<file path="src/rtl/data_memory_param.sv">
// Single-port 32-bit data memory with byte/halfword/word loads and stores,
// one-cycle response latency and an optional zero-fill sweep after reset.
module data_memory_param #(
    parameter int ADDR_W         = 8,
    parameter int DEPTH          = 64,
    parameter bit CLEAR_ON_RESET = 1'b1
) (
    input  logic              clk,
    input  logic              rst_n,
    input  logic              req_valid,
    output logic              req_ready,
    input  logic              req_we,
    input  logic [1:0]        req_size,
    input  logic              req_signed,
    input  logic [ADDR_W-1:0] req_addr,
    input  logic [31:0]       req_wdata,
    output logic              rsp_valid,
    output logic [31:0]       rsp_rdata,
    output logic              rsp_err
);

    localparam int IDX_W  = (DEPTH > 1) ? $clog2(DEPTH) : 1;
    localparam int CLR_W  = IDX_W + 1;
    localparam int WIDX_W = ADDR_W - 2;
    localparam logic [CLR_W-1:0] CLR_LAST = CLR_W'(DEPTH - 1);

    typedef enum logic [0:0] {
        ST_CLEAR = 1'b0,
        ST_READY = 1'b1
    } state_t;

    localparam state_t RST_STATE = CLEAR_ON_RESET ? ST_CLEAR : ST_READY;

    function automatic logic [31:0] merge_lanes(
        input logic [31:0] old_word,
        input logic [31:0] new_word,
        input logic [3:0]  be
    );
        logic [31:0] res;
        for (int i = 0; i < 4; i++) begin
            res[8*i +: 8] = be[i] ? new_word[8*i +: 8] : old_word[8*i +: 8];
        end
        return res;
    endfunction

    function automatic logic [31:0] extract_load(
        input logic [31:0] word,
        input logic [1:0]  size,
        input logic [1:0]  off,
        input logic        sgn
    );
        logic [31:0] sh;
        logic [31:0] res;
        sh = word >> {off, 3'b000};
        case (size)
            2'b00:   res = {{24{sgn & sh[7]}}, sh[7:0]};
            2'b01:   res = {{16{sgn & sh[15]}}, sh[15:0]};
            default: res = word;
        endcase
        return res;
    endfunction

    logic [31:0]       mem_r [DEPTH];
    state_t            state_r;
    state_t            state_next_s;
    logic [CLR_W-1:0]  clr_idx_r;
    logic              ready_r;
    logic              rsp_valid_r;
    logic              rsp_err_r;
    logic [31:0]       rsp_rdata_r;

    logic [WIDX_W-1:0] word_idx_s;
    logic [IDX_W-1:0]  mem_idx_s;
    logic [1:0]        offset_s;
    logic              accept_s;
    logic              size_err_s;
    logic              err_s;
    logic              store_s;
    logic              clr_we_s;
    logic [3:0]        be_s;
    logic [31:0]       st_data_s;
    logic [31:0]       rd_word_s;
    logic [31:0]       load_data_s;

    assign word_idx_s  = req_addr[ADDR_W-1:2];
    assign mem_idx_s   = word_idx_s[IDX_W-1:0];
    assign offset_s    = req_addr[1:0];
    assign accept_s    = req_valid & ready_r;
    assign store_s     = accept_s & req_we & ~err_s;
    assign rd_word_s   = mem_r[mem_idx_s];
    assign load_data_s = extract_load(rd_word_s, req_size, offset_s, req_signed);

    // Request decode: lane enables, replicated store data and error detection
    always_comb begin
        size_err_s = 1'b0;
        be_s       = 4'b0000;
        st_data_s  = 32'h0000_0000;
        case (req_size)
            2'b00: begin
                size_err_s = 1'b0;
                be_s       = 4'b0001 << offset_s;
                st_data_s  = {4{req_wdata[7:0]}};
            end
            2'b01: begin
                size_err_s = offset_s[0];
                be_s       = 4'b0011 << offset_s;
                st_data_s  = {2{req_wdata[15:0]}};
            end
            2'b10: begin
                size_err_s = (offset_s != 2'b00);
                be_s       = 4'b1111;
                st_data_s  = req_wdata;
            end
            default: begin
                size_err_s = 1'b1;
                be_s       = 4'b0000;
                st_data_s  = 32'h0000_0000;
            end
        endcase
        if (32'(word_idx_s) >= 32'(DEPTH)) begin
            err_s = 1'b1;
        end else begin
            err_s = size_err_s;
        end
    end

    // Next-state logic: sweep every word once, then stay ready until reset
    always_comb begin
        state_next_s = state_r;
        clr_we_s     = 1'b0;
        case (state_r)
            ST_CLEAR: begin
                clr_we_s = 1'b1;
                if (clr_idx_r == CLR_LAST) begin
                    state_next_s = ST_READY;
                end else begin
                    state_next_s = ST_CLEAR;
                end
            end
            ST_READY: begin
                state_next_s = ST_READY;
            end
            default: begin
                state_next_s = RST_STATE;
            end
        endcase
    end

    // State register, sweep counter and registered ready flag
    always_ff @(posedge clk or negedge rst_n) begin
        if (!rst_n) begin
            state_r   <= RST_STATE;
            clr_idx_r <= {CLR_W{1'b0}};
            ready_r   <= 1'b0;
        end else begin
            state_r <= state_next_s;
            ready_r <= (state_next_s == ST_READY);
            if (clr_we_s) begin
                clr_idx_r <= clr_idx_r + CLR_W'(1);
            end
        end
    end

    // Memory array; the sweep and stores never coincide since ready is low while sweeping
    always_ff @(posedge clk) begin
        if (clr_we_s) begin
            mem_r[clr_idx_r[IDX_W-1:0]] <= 32'h0000_0000;
        end else if (store_s) begin
            mem_r[mem_idx_s] <= merge_lanes(rd_word_s, st_data_s, be_s);
        end
    end

    // One-cycle response pulse for every accepted request
    always_ff @(posedge clk or negedge rst_n) begin
        if (!rst_n) begin
            rsp_valid_r <= 1'b0;
            rsp_err_r   <= 1'b0;
            rsp_rdata_r <= 32'h0000_0000;
        end else begin
            rsp_valid_r <= accept_s;
            rsp_err_r   <= accept_s & err_s;
            rsp_rdata_r <= (accept_s && !req_we && !err_s) ? load_data_s : 32'h0000_0000;
        end
    end

    assign req_ready = ready_r;
    assign rsp_valid = rsp_valid_r;
    assign rsp_err   = rsp_err_r;
    assign rsp_rdata = rsp_rdata_r;

endmodule
</file>
<file path="config.mk">
export PLATFORM = sky130hd
export DESIGN_NAME = data_memory_param
export DESIGN_NICKNAME = d
export VERILOG_FILES = /design/src/rtl/data_memory_param.sv
export SDC_FILE = /design/constraint.sdc
export NUM_CORES = 2
export LEC_CHECK = 0
export BUFFER_PORTS_ARGS = -buffer_cell sky130_fd_sc_hd__buf_4
export CAP_MARGIN = 30
export CORE_ASPECT_RATIO = 0.9
export CORE_UTILIZATION = 30
export DETAILED_ROUTE_END_ITERATION = 8
export PLACE_DENSITY = 0.53
export SLEW_MARGIN = 20
export SYNTH_ARGS = -nofsm -noshare
export SYNTH_HDL_FRONTEND = slang
export SYNTH_SLANG_ARGS = --single-unit
export TNS_END_PERCENT = 50
</file>
<file path="constraint.sdc">
create_clock -name clk -period 12.3 [get_ports clk]
set_input_delay 1.23 -clock clk [delete_from_list [all_inputs] [get_ports clk]]
set_output_delay 1.23 -clock clk [all_outputs]
set_load 0.05 [all_outputs]
</file>
After elaboration in Yosys (flattened, before gate mapping)
Memory sizes are Yosys's and may differ from the RTL's.
Index checks and enable logic that the tools add are counted.

word-level totals
  memories kept = 1
  bits in registers = 42
  word-level logic and storage cells = 46
  output and inout port bits = 35
  input port bits = 47
  RAM bits = 2048

memory list
  name   depth  width  rd ports  clocked after memory_dff  write ports  RTL line  text
  mem_r  64     32     1         0                         1            63        logic [31:0] mem_r [DEPTH];

operators by class
  add/subtract/negate cells = 1
  bitwise logic cells = 8
  reduce and logical (&&, ||, !) cells = 7
  equal/unequal tests = 3
  multiplexer cells = 18
  shifts and indexed selects = 3

operators by type and width
  cell                   number
  $pmux W32 S3           1
  $mux W32               2
  $pmux W32 S2           1
  $mux W8                4
  $reduce_or A32 Y1      1
  $shr A32 B5 Y16        1
  $pmux W4 S3            1
  $add A7 B1 Y7 const B  1
  $eq A7 B6 Y1 const B   1
  $and A1 B1 Y1          6
  $mux W1                6
  $mux W6                1
  $shl A1 B2 Y4 const A  1
  $shl A2 B2 Y4 const A  1
  $pmux W1 S3            1
  $eq A2 B1 Y1 const B   1
  $eq A2 B2 Y1 const B   1
  $logic_and A1 B1 Y1    2
  $logic_not A1 Y1       2
  $logic_not A2 Y1       1
  $not A1 Y1             2
  $pmux W1 S2            1
  $reduce_bool A2 Y1     1

Logic depth before layout (Yosys ltp)
  depth after elaboration = 9
  gate-level depth with buffers = 13
  gate-level depth less buffers = 7

Least setup slack after synthesis
OpenSTA, ideal clock, no wires.

  path kind = input to register
  from = input req_addr[3]
  to = memory mem_r[0][20], data pin
  path slack = 5846 ps
  setup time = 721 ps
  path buffers = 5
  data required time = 11579 ps
  cell stages on the path = 11
  data arrival time = 5733 ps
  path through = buf_4 > buf_4 > buf_2 > buf_2 > buf_1 > mux4_2 > mux4_2 > a22oi_1 > nand2_1 > nor2_1 > a211oi_1

between the ends
  longest elaborated chain between the ends = 3

RTL lines
  element             RTL line  text
  start: declaration  15        input logic [ADDR_W-1:0] req_addr,
  $mem_v2 Z64 W32     n/a
  $mux W8             41        res[8*i +: 8] = be[i] ? new_word[8*i +: 8] : old_word[8*i +: 8];
  $mux W32 (no line)  n/a
  end: declaration    63

No other way between the ends.

Worst setup path after layout
  from = input req_addr[2]
  to = memory mem_r[29][16], data pin

The elaborated chain is that of the path after synthesis.

==> reports/qor.csv <==
stage;metric;value;unit
timing;Hold WS;0.407;ns
placement;dpl hpwl;126;mm
logic_synthesis;synthesized area;81000;um^2
final_layout;final net count;3804;
drt;Routed Antenna Nets;0;
grt;antenna violations before repair;9;
run;MaxCap Viol Count;0;
grt;GRT Residual Overflow;0;
drt;DRC violations left;0;
final_layout;Area Growth Syn to Fin;15.5;%
setup_path;Setup crit end kind;flop;
timing;Clock Skew;0.0343;ns
cts;CTS tree;built;
cts;post-CTS sizing;0;
logic_synthesis;sequential area share after synthesis;77.2;%
cts;CTS H-tree lvls;4;
timing;Final Hold Viols;0;
pwr;Cell Pwr Density;151;nW/um^2
setup_path;CP cell instances;buf_8, buf_12, buf_12, mux4_2, inv_1, a2111oi_0, or4b_1, a221oi_1, nor3b_1, a211oi_4, buf_4;
grt;global-route wire length before repair;328;mm
drt;Vias;39600;
setup_path;crit path max fanout;92;
drt;Initial DRT Pass Iterations;7;
timing;slew margin rel.;24.6;%
logic_synthesis;prevailing post-synth register cell;edfxtp_1;
logic_synthesis;Synth Instances;3503;
logic_synthesis;number of synthesized register bits;2090;
setup_path;startpoint types;input pin;
floorplan;num ports;82;
timing;actual slew at the worst max-slew pin;1.13;ns
logic_synthesis;Syn Nets;3551;
cts;clock sink count;2090;
setup_path;Crit-path slowest cell;or4b_1;
setup_path;Critical Path AT;5.94;ns
logic_synthesis;synthesized area per cell;23.1;um^2
pwr;IR drop worst, VDD;0.147;mV
floorplan;Chip Width;550;um
cts;clk_lat worst skew;0.85;ns
drt;drt initial violations;4659;
drt;Avg Vias per Cell;5.28;
final_layout;layout cells sized above 1;31.7;%
floorplan;die area;272000;um^2
cts;Num CTS Buffers;211;
timing;RSZ-0062 raised after global routing;false;
grt;pin count of the biggest net entering global routing;127;
final_layout;fillers;24500;
logic_synthesis;Post-synth EDFFs;2048;
grt;Tot GR Track Use;17.4;%
timing;min Tclk post-route;5.45;ns
cts;clock root buffer;clkbuf_16;
timing;period utilization;44.3;%
setup_path;Setup CP Type;in -> reg;
logic_synthesis;library cells used by synthesis;61;
pwr;Static Leak;23.4;nW
drt;Post-Route WL;238;mm
placement;dpl ws;6.04;ns
placement;routability congestion estimate from global placement;0.909;
logic_synthesis;Synth Warn #;0;
timing;Slew Limit Fails;0;
setup_path;delay of the slowest critical-path stage;0.64;ns
timing;Worst Slack Setup Final;6.85;ns
timing;TNS Setup;0;ns
logic_synthesis;post-synthesis async set-or-reset flop share;2.01;%
setup_path;most used cell, CP;buf_12;
final_layout;register area;62600;um^2
placement;I/O Buffers;81;
floorplan;core area;268000;um^2
worst_hold_path;Hold Crit Class;in -> async;
floorplan;Initial Util;30.2;%
cts;post-CTS setup buffer count;0;
drt;routed length per instance;31.8;um
timing;endpoints failing setup;0;
cts;hold buffers post-CTS;0;
floorplan;Chip Height;495;um
grt;number of global-route vias before repair;39800;
setup_path;Required @ worst endpoint;12.79;ns
floorplan;row count;180;
cts;Clock Path Buffers;3;
setup_path;R2R depth;8;
cts;Clock transition at path regs;0.06;ns
run_status;status;finished clean;
final_layout;area of the multi-input gates;18100;um^2
timing;f_max;0.184;GHz
-- state kept, by name, summed over array words and instances, names as in the netlist --
| name | count |
|---|---|
| rsp_rdata | 32 |
| rsp_valid | 1 |
| mem_r | 2048 |
| rsp_err | 1 |
| req_ready | 1 |
| clr_idx_r | 7 |
-- report_power, final --
part | leakage (nW) | switching, mW | internal [mW] | total [mW]
clock | 3.13 | 2.67 | 3.39 | 6.06
sequential | 14.8 | 0 | 7.70 | 7.70
combinational | 5.49 | 0.249 | 0.131 | 0.380
-- final cells by class --
| cell class | count | area share (%) |
|---|---|---|
| inverters | 15 | 0.0682 |
| multi-input cells | 1204 | 19.4 |
| clock inverters | 123 | 0.937 |
| well taps | 3549 | 4.75 |
| clock buffers | 268 | 5.97 |
| flip-flops and latches | 2090 | 66.9 |
| diodes | 2 | 0.00535 |
| repair buffers | 234 | 2.06 |
-- cells by family after synthesis --
| logic type | count (synthesis) | synth area share [%] |
|---|---|---|
| DFF | 2090 | 77.2 |
| muxes | 682 | 17.8 |
| and+or+nand+nor | 315 | 1.77 |
| buffers and inverters | 209 | 1.34 |
| AOI/OAI and AO/OA | 200 | 1.79 |
| xor gates and xnor gates | 6 | 0.0649 |
| adders and majority gates | 1 | 0.0154 |
-- routing by layer --
layer	track usage [%]	routed length [um]	up-vias
met5	0	0	-
met4	6.85	9970	0
li1	-	-	15500
met1	23.7	98500	21900
met3	2.89	16000	380
met2	27.9	114000	1713
-- per-stage QoR --
stage | total power [mW] | area, um^2 | util (%) | instances
finish | 14.1 | 93600 | 34.9 | 7485
global route | 14.5 | 93600 | 34.9 | 7483
CTS | 14.2 | 93500 | 34.9 | 7477
detailed placement | 8.23 | 87000 | 32.5 | 7086
global placement | 8.23 | 87000 | 32.5 | 7083
floorplan | 8.09 | 81000 | - | 3503
-- cell usage in the layout, fill, tap and decap left out, types with 6 or more instances in the layout --
cell and n:
dfrtp_1 42, a221oi_1 8, or2_2 9, clkinv_2 29, a211oi_4 12, nor3_2 18
o22ai_1 13, clkbuf_1 51, clkinv_1 67, nor2_1 51, o21a_1 6, nor2b_1 18
buf_12 8, nand2b_1 11, buf_4 215, bufinv_16 9, inv_1 9, nand2_1 79
o21ai_0 14, nand3_1 21, o211ai_1 9, mux4_2 605, clkinvlp_4 11, mux2i_1 60
a211oi_1 19, nor3_1 19, a21oi_1 25, nor2_4 64, edfxtp_1 2048, clkbuf_16 214
mux2_2 16, a22oi_1 53
-- final timing paths --
| check | endpoint | slack, ns | startpoint |
|---|---|---|---|
| max in group asynchronous | rsp_rdata[5] | 11.35 | rst_n |
| min reg2reg | req_ready | 0.50 | clr_idx_r[6] |
| max reg2reg | mem_r[59][27] | 8.13 | req_ready |
| max | mem_r[29][16] | 6.85 | req_addr[2] |
| min in group clk | req_ready | 0.50 | clr_idx_r[6] |
| min | rsp_rdata[22] | 0.41 | rst_n |
-- critical path, delay by kind of cell --
| kind | cells | cell delay [ns] |
|---|---|---|
| muxes | 1 | 0.60 |
| and+or+nand+nor | 2 | 1.04 |
| AOI/OAI and AO/OA | 3 | 0.54 |
| buffers and inverters | 5 | 2.15 |
-- synthesized netlist by cell type (all sizes together) (11+ instances only) --
cell | number | area share, %
mux2 | 17 | 0.24
buf | 140 | 1.0
a22oi | 53 | 0.49
dfrtp | 42 | 1.3
a21oi | 26 | 0.16
mux2i | 60 | 0.74
nor2b | 18 | 0.14
nand2 | 79 | 0.37
nand2b | 11 | 0.085
nor3 | 37 | 0.23
nand3 | 21 | 0.13
o21ai | 19 | 0.12
mux4 | 605 | 17
a211oi | 32 | 0.30
nor2 | 116 | 0.54
edfxtp | 2048 | 76
inv | 12 | 0.056
o22ai | 13 | 0.10
clkbuf | 54 | 0.25
(Power assumes the default switching activity.)
